### src/rtl/gf2m_pkg.sv
// Shared definitions for the GF(2^m) ALU.
//   - default field degree, reduction polynomial and square-count width
//   - operation encodings (OP_MULT, OP_SQR, OP_ADD, OP_RSVD)
//   - control FSM state encoding
package gf2m_pkg;

  // x^163 + x^7 + x^6 + x^3 + 1, leading term implicit.
  localparam int unsigned  GF2M_M    = 163;
  localparam logic [162:0] GF2M_POLY = 163'hC9;
  localparam int unsigned  GF2M_K_W  = 8;

  localparam logic [1:0] OP_MULT = 2'b00;
  localparam logic [1:0] OP_SQR  = 2'b01;
  localparam logic [1:0] OP_ADD  = 2'b10;
  localparam logic [1:0] OP_RSVD = 2'b11;

  typedef enum logic [1:0] {
    StIdle = 2'b00,
    StRun  = 2'b01,
    StFin  = 2'b10
  } state_e;

endpackage

### src/rtl/gf2m_square.sv
// Combinational squarer in GF(2^M), polynomial basis.
//   a_i  : operand, bit i = coefficient of x^i
//   sq_o : a_i^2 reduced modulo x^M + POLY
module gf2m_square
  import gf2m_pkg::*;
#(
  parameter int unsigned    M    = GF2M_M,
  parameter logic [M-1:0]   POLY = GF2M_POLY
) (
  input  logic [M-1:0] a_i,
  output logic [M-1:0] sq_o
);

  logic [2*M-2:0] t;

  always_comb begin
    // Squaring is carry-free: coefficient i moves to position 2i.
    t = '0;
    for (int i = 0; i < int'(M); i++) begin
      t[2*i] = a_i[i];
    end
    // Fold high terms down from the top; x^M == POLY.
    for (int i = 2 * int'(M) - 2; i >= int'(M); i--) begin
      if (t[i]) begin
        t[i]          = 1'b0;
        t[i-M +: M]   = t[i-M +: M] ^ POLY;
      end
    end
    sq_o = t[M-1:0];
  end

endmodule

### src/rtl/gf2m_alu.sv
// Multi-cycle GF(2^M) ALU: bit-serial multiply, repeated squaring and add.
//   clk_i    : clock
//   rst_ni   : asynchronous active-low reset
//   start_i  : request pulse, sampled only when idle
//   op_i     : 00 MULT, 01 SQR, 10 ADD, 11 reserved (err)
//   k_i      : number of squarings for SQR (0 treated as 1)
//   a_i, b_i : field operands
//   c_o      : registered result, held until the next completion
//   busy_o   : operation in progress
//   done_o   : one-cycle pulse when c_o updates
//   err_o    : asserted with done_o for the reserved op
// Build option: GF2M_SQR_CHAIN_EN enables k-fold squaring; without it SQR
// always performs a single squaring and k_i is ignored.
module gf2m_alu
  import gf2m_pkg::*;
#(
  parameter int unsigned  M    = GF2M_M,
  parameter logic [M-1:0] POLY = GF2M_POLY,
  parameter int unsigned  K_W  = GF2M_K_W
) (
  input  logic           clk_i,
  input  logic           rst_ni,
  input  logic           start_i,
  input  logic [1:0]     op_i,
  input  logic [K_W-1:0] k_i,
  input  logic [M-1:0]   a_i,
  input  logic [M-1:0]   b_i,
  output logic [M-1:0]   c_o,
  output logic           busy_o,
  output logic           done_o,
  output logic           err_o
);

  // Counter must hold both M (multiply) and the largest k.
  localparam int unsigned CntW = ($clog2(M + 1) > K_W) ? $clog2(M + 1) : K_W;

  state_e          state_q, state_d;
  logic [M-1:0]    a_q, a_d;
  logic [M-1:0]    b_q, b_d;
  logic [1:0]      op_q, op_d;
  logic [CntW-1:0] cnt_q, cnt_d;
  logic [M-1:0]    z_q, z_d;
  logic [M-1:0]    c_q, c_d;
  logic            done_q, done_d;
  logic            err_q, err_d;

  logic [CntW-1:0] cnt_load;
  logic [M-1:0]    z_xtime;
  logic [M-1:0]    mul_step;
  logic [M-1:0]    sq_out;

  gf2m_square #(
    .M    (M),
    .POLY (POLY)
  ) u_square (
    .a_i  (z_q),
    .sq_o (sq_out)
  );

  // Z*x mod POLY, then accumulate A when the current multiplier bit is set.
  // b_q is shifted left each step so its MSB walks from B[M-1] to B[0].
  assign z_xtime  = {z_q[M-2:0], 1'b0} ^ (z_q[M-1] ? POLY : '0);
  assign mul_step = z_xtime ^ (b_q[M-1] ? a_q : '0);

`ifndef GF2M_SQR_CHAIN_EN
  logic unused_k;
  assign unused_k = ^k_i;
`endif

  always_comb begin
    cnt_load = CntW'(1);
    case (op_i)
      OP_MULT: cnt_load = CntW'(M);
`ifdef GF2M_SQR_CHAIN_EN
      OP_SQR:  cnt_load = (k_i == '0) ? CntW'(1) : CntW'(k_i);
`else
      OP_SQR:  cnt_load = CntW'(1);
`endif
      default: cnt_load = CntW'(1);
    endcase
  end

  // State register.
  always_ff @(posedge clk_i or negedge rst_ni) begin
    if (!rst_ni) begin
      state_q <= StIdle;
    end else begin
      state_q <= state_d;
    end
  end

  // Next-state logic.
  always_comb begin
    state_d = state_q;
    unique case (state_q)
      StIdle:  if (start_i) state_d = StRun;
      StRun:   if (cnt_q == CntW'(1)) state_d = StFin;
      StFin:   state_d = StIdle;
      default: state_d = StIdle;
    endcase
  end

  // FSM outputs.
  always_comb begin
    busy_o = (state_q == StRun) || (state_q == StFin);
  end

  // Datapath next-state.
  always_comb begin
    a_d    = a_q;
    b_d    = b_q;
    op_d   = op_q;
    cnt_d  = cnt_q;
    z_d    = z_q;
    c_d    = c_q;
    done_d = 1'b0;
    err_d  = 1'b0;
    unique case (state_q)
      StIdle: begin
        if (start_i) begin
          a_d   = a_i;
          b_d   = b_i;
          op_d  = op_i;
          cnt_d = cnt_load;
          z_d   = (op_i == OP_SQR) ? a_i : '0;
        end
      end
      StRun: begin
        cnt_d = cnt_q - CntW'(1);
        case (op_q)
          OP_MULT: begin
            z_d = mul_step;
            b_d = b_q << 1;
          end
          OP_SQR:  z_d = sq_out;
          OP_ADD:  z_d = a_q ^ b_q;
          default: z_d = '0;
        endcase
      end
      StFin: begin
        c_d    = z_q;
        done_d = 1'b1;
        err_d  = (op_q == OP_RSVD);
      end
      default: ;
    endcase
  end

  always_ff @(posedge clk_i or negedge rst_ni) begin
    if (!rst_ni) begin
      a_q    <= '0;
      b_q    <= '0;
      op_q   <= OP_MULT;
      cnt_q  <= '0;
      z_q    <= '0;
      c_q    <= '0;
      done_q <= 1'b0;
      err_q  <= 1'b0;
    end else begin
      a_q    <= a_d;
      b_q    <= b_d;
      op_q   <= op_d;
      cnt_q  <= cnt_d;
      z_q    <= z_d;
      c_q    <= c_d;
      done_q <= done_d;
      err_q  <= err_d;
    end
  end

  assign c_o    = c_q;
  assign done_o = done_q;
  assign err_o  = err_q;

endmodule

### config.mk
export PLATFORM = sky130hd
export DESIGN_NAME = gf2m_alu
export DESIGN_NICKNAME = d
export VERILOG_FILES = /design/src/rtl/gf2m_pkg.sv /design/src/rtl/gf2m_square.sv /design/src/rtl/gf2m_alu.sv
export SDC_FILE = /design/constraint.sdc
export NUM_CORES = 2
export LEC_CHECK = 0
export ABC_AREA = 1
export BUFFER_PORTS_ARGS = -buffer_cell sky130_fd_sc_hd__clkbuf_2
export CORE_MARGIN = 3
export CORE_UTILIZATION = 65
export CTS_BUF_LIST = sky130_fd_sc_hd__clkbuf_8
export DETAILED_ROUTE_END_ITERATION = 8
export PLACE_DENSITY = 0.95
export SETUP_SLACK_MARGIN = 0.3
export SLEW_MARGIN = 20
export SYNTH_ARGS = -nofsm -noshare
export SYNTH_HDL_FRONTEND = slang
export SYNTH_SLANG_ARGS = --single-unit
### constraint.sdc
create_clock -name clk_i -period 3.3 [get_ports clk_i]
set_input_delay 0.66 -clock clk_i [delete_from_list [all_inputs] [get_ports clk_i]]
set_output_delay 0.66 -clock clk_i [all_outputs]
set_load 0.05 [all_outputs]
# After elaboration in Yosys (flattened, before gate mapping)
# Index checks and enable logic that the tools add are counted.
# W data, S select, Z words.
[classes] n_addsub=1 n_mul=0 n_div=0 n_lt_le_gt_ge=0 n_eq_ne=11 shifts=0 n_mux=179 bitwise=165 reduce_logical=10
[ops] operator="$mux W8" count=165
[ops] operator="$mux W163" count=5
[ops] operator="$pmux W163 S2" count=2
[ops] operator="$not A4 Y4" count=162
[ops] operator="$pmux W163 S3" count=1
[ops] operator="$xor A163 B163 Y163" count=2
[ops] operator="$xor A163 B8 Y163" count=1
[ops] operator="$pmux W8 S2" count=1
[ops] operator="$eq A8 B1 Y1 const B" count=1
[ops] operator="$sub A8 B1 Y8 const B" count=1
[ops] operator="$eq A2 B1 Y1 const B" count=3
[ops] operator="$eq A2 B2 Y1 const B" count=3
[ops] operator="$logic_not A2 Y1" count=3
[ops] operator="$reduce_and A2 Y1" count=3
[ops] operator="$reduce_and A3 Y1" count=2
[ops] operator="$mux W2" count=2
[ops] operator="$ne A2 B2 Y1 const B" count=2
[ops] operator="$pmux W2 S2" count=1
[ops] operator="$ne A3 B2 Y1 const B" count=1
[ops] operator="$mux W1" count=2
[ops] operator="$ne A2 B1 Y1 const B" count=1
[ops] operator="$reduce_bool A2 Y1" count=1
[ops] operator="$logic_or A1 B1 Y1" count=1
[totals] regBits=666 latchBits=0 ram_bits=0 romBits=0 wordCells=376 memories=0

# Longest topological paths before layout
[depth] depth_word=326 depth_mapped=11

# Hierarchy
# From an unflattened synthesis, not the netlist that was laid out.
[unflattened] cells_unflattened=5116 area_unflattened_um2=37782.5
[modules_own_cells] module="gf2m_alu" instances=1 cells_each=4825 area_each_um2=35420.2
[modules_own_cells] module="gf2m_square" instances=1 cells_each=291 area_each_um2=2362.3

# Worst setup path before layout
# OpenSTA, ideal clock, no wires.
[synth_timing] kind="reg2reg" startpoint="register state_q[0]" endpoint="register z_q[127]" setup_ns=0.139 t_arrival_ns=1.731 setup_slack_ns=1.430 path_stages_with_launch=9 path_buffers=2 period_less_slack_ns=1.870 path_cell_list="dfrtp_1 > inv_1 > ha_1 > nand2_1 > o21ai_4 > inv_2 > buf_2 > clkbuf_1 > a22oi_1"
[synth_via] elab_chain_len=3 elab_cells_between_ends=6 classes_between="eq/ne: 2; mux: 1; reduce/logical: 3"
[synth_lines] item="start: declaration" line="gf2m_alu.sv:37" text="state_e state_q, state_d;"
[synth_lines] item="start signal: assignment" line="gf2m_alu.sv:86" text="state_q <= StIdle;"
[synth_lines] item="start signal: assignment" line="gf2m_alu.sv:88" text="state_q <= state_d;"
[synth_lines] item="$eq A2 B1 Y1 or $logic_not A2 Y1 (tied branches)" line="gf2m_alu.sv:118" text="unique case (state_q)"
[synth_lines] item="$reduce_bool A2 Y1 (no source line) or $ne A2 B2 Y1 (tied branches)"
[synth_lines] item="$reduce_and A2 Y1 (no source line)"
[synth_lines] item="end signal: assignment" line="gf2m_alu.sv:164" text="z_q <= z_d;"
[synth_lines] item="end: declaration" line="gf2m_alu.sv:42" text="logic [M-1:0] z_q, z_d;"
# Parallel ways exist; a longest one is shown, timed or not.
# A chain may end at the register's enable or synchronous reset.

# Worst setup path in the final report
[layout_timing] startpoint="register state_q[1]" endpoint="register b_q[30]"
[layout_via] elab_chain_len=3 elab_cells_between_ends=7 classes_between="eq/ne: 3; mux: 1; reduce/logical: 3"
[layout_lines] item="$eq A2 B1 Y1 or $logic_not A2 Y1 (tied branches)" line="gf2m_alu.sv:118"
[layout_lines] item="$ne A2 B1 Y1 (no source line), or another cell as far along"
[layout_lines] item="$reduce_and A3 Y1 (no source line)"
[layout_lines] item="end signal: assignment" line="gf2m_alu.sv:152" text="b_q <= '0;"
[layout_lines] item="end signal: assignment" line="gf2m_alu.sv:161" text="b_q <= b_d;"
[layout_lines] item="end: declaration" line="gf2m_alu.sv:39" text="logic [M-1:0] b_q, b_d;"
# Parallel ways exist; a longest one is shown, timed or not.

==> results.ini <==
[synthesis]
synth_area_sq_um=37400
synthFlopType=dfrtp_1
ys_seq_area_share_pct=44.5
synth-async-reset-ratio_pct=100
syn_nets=5401
ys_warn_count=0
avgSynthCellArea_sq_um=7.41
syn_inst=5054
synth.distinct_cells=33
ys_ff_latch=666
synth_edf_count=0

[setup_path]
cp.arrival_ns=3.37
cp_max_fo=119
cp-start-kind=flop
slowest_stage=ha_4
path_buf_inv=4
path_cells=inv_1 -> ha_4 -> inv_2 -> o21ai_4 -> inv_8 -> nor2_8 -> buf_12 -> o211ai_1 -> o21ai_0
crit_type=reg -> reg
critPathTopFamily=buffers and inverters
max_stage_delay_ns=0.48
end_kind=flop
required_ns=3.95

[power_and_ir_drop]
intPower_uw=25500
power_uw=55600
seqPwrFrac_pct=32.0
p_clk_share_pct=13.9
powerDensity_nw_per_um2=1310
vdd_drop_max_uv=1270
p_switching_uw=30100
p_comb_share_pct=54.1
swShare_pct=54.2
leakagePower_uw=0.0202

[detailed_routing]
firstDrtPassIters=8
vias=40591
drt_iter0_drc=6681
wl_per_cell_microns=23.2
postRouteAntennaNets=0
vias_per_cell=6.56
drcViolationCount=0
wl_mm=144

[global_route]
antenna_found_initial=16
grt_pass1_wl_mm=217
grt_remaining_overflow=0
grt_pass1_vias=37675
grt_max_degree=180
track_usage_pct=46.7

[place]
port_buffers=496
dpl-instance-area_sq_um=40100
dpl.hpwl_mm=96.3
gp_congestion=0.988
dp.cells=5972

[clocking]
path_clk_slew_ns=0.07
clk_latency_ns=0.74
root_buffer=clkbuf_8
h-tree-depth=3
cts_tree=built
clkSinkCount=666
post_cts_resized=0
cts_buffer_depth=3
cts_buffers=107

[sta]
slew_headroom_pct=30.7
hold_violations=0
setup_viol=0
finClkSkew_ns=0.0253
finalCritPeriodShare_pct=82.5
worst_pin_slew_ns=1.04
grt_setup_unrepaired=no
drv_slew=0
fin_crit_ns=2.72
fmax_mhz=367
setup_tns_ns=0

[worst_hold_path]
min_path_type=in -> reg

[floorplan]
core_sq_um=56700
io_pins=505
row_count=87
design.die.area_sq_um=60500
initial_core_util_pct=66.0
dieWidth_microns=246
die_h_microns=246

[layout]
fillers=4115
layout_commonest_cell=nand2_1
ff_latch_area_sq_um=16700
multiInputGateArea_sq_um=17100
layout.nets=5674
layout_common_cells=1036 x nand2_1, 696 x nand3_1, 665 x dfrtp_1
area_growth_pct=13.4
drive_gt1_share_pct=14.0
design_area_sq_um=42500
fin_cells=6187
final_util_pct=74.9

[outcome]
status=complete, no violations

[flow_run]
drv_cap=0

-- state kept, by name, summed over array words and instances, names as in the netlist --
name     flops
done_o       1
state_q      2
a_q        163
op_q         2
err_o        1
b_q        163
c_o        163
cnt_q        8
z_q        163
-- stage by stage --
stage / setup WS, ns / hold slack (ns)
after global routing: 0.444 / 0.152
after detailed placement: 0.513 / 0.497
after floorplan: 1.43 / 0.364
after global placement: 0.628 / 0.479
final: 0.577 / 0.154
after CTS: 0.481 / 0.122
-- final timing paths --
path / from / depth (start not counted) / slack (ns) / end
setup / recovery: state_q[1]$_DFFE_PN0P_ / 9 / 0.58 / b_q[30]$_DFFE_PN0P_
hold / removal: a_i[124] / 3 / 0.15 / a_q[124]$_DFFE_PN0P_
setup reg to reg: state_q[1]$_DFFE_PN0P_ / 9 / 0.58 / b_q[30]$_DFFE_PN0P_
hold reg to reg: c_o[2]$_DFFE_PN0P_ / 1 / 0.51 / c_o[2]$_DFFE_PN0P_
max in group asynchronous: rst_ni / 3 / 1.74 / b_q[41]$_DFFE_PN0P_
min in group asynchronous: rst_ni / 2 / 0.53 / b_q[136]$_DFFE_PN0P_
-- routing by layer --
metal	wire, microns	global-route usage (%)	up-vias
met5	33	0	-
met4	14400	36.6	6
met3	22300	14.7	809
met2	60300	67.6	3545
met1	46700	57.8	18644
li1	-	-	17587
-- cells by family (layout without fill, tap and decap cells) --
logic type / Yosys count / in the layout / share of synthesized area (%)
AOI/OAI and AO/OA: 1367 / 1367 / 21.0
xor gates and xnor gates: 29 / 29 / 0.678
adders and majority gates: 8 / 8 / 0.267
buffers and inverters: 933 / 1298 / 9.97
DFF: 666 / 666 / 44.5
muxes: 25 / 25 / 0.752
other: 0 / 12 / 0
and+or+nand+nor: 2026 / 2026 / 22.8
-- worst min-delay path, cell delays in order --
cell and delay (ns):
clkbuf_2 0.09, nand2_1 0.04, o21ai_0 0.05
-- power groups by stage --
stage | clock network, uW | registers [uW] | logic, uW
floorplan | 0 | 18200 | 19200
detailed placement | 0 | 17400 | 28900
global route | 8100 | 18000 | 32700
CTS | 7720 | 17300 | 29100
global placement | 0 | 17200 | 27800
finish | 7760 | 17800 | 30100
-- synth_stat cells (8+ instances only) --
cell / number / area, sq um
clkbuf_1: 275 / 1030
nand3_1: 696 / 3480
nand2_1: 1037 / 3890
o21bai_1: 10 / 75.1
nand3b_1: 10 / 75.1
o21ai_0: 560 / 2800
buf_2: 83 / 415
buf_6: 15 / 169
buf_1: 9 / 33.8
a21oi_1: 278 / 1390
a31oi_1: 165 / 1030
mux2_2: 25 / 282
xnor2_1: 24 / 210
dfrtp_1: 666 / 16700
ha_1: 8 / 100
o211ai_1: 176 / 1320
o21ai_1: 39 / 195
a22oi_1: 135 / 1010
nor2_1: 276 / 1040
inv_1: 542 / 2030
-- what timing repair did --
action / in CTS / in global routing
hold buffers: 1 / 0
buffers inserted: 0 / 1
endpoints found under the hold margin: 60 / 0
setup endpoints to repair: 0 / 1
-- cell type report --
class | count | area share [%]
Clock buffer | 141 | 4.57
Timing Repair Buffer | 550 | 7.82
Clock inverter | 60 | 0.931
Inverter | 547 | 4.88
Sequential cell | 666 | 39.3
Multi-Input combinational cell | 3455 | 40.2
Antenna cell | 12 | 0.0707
Tap cell | 756 | 2.23
Power figures use the tool's default switching activity.
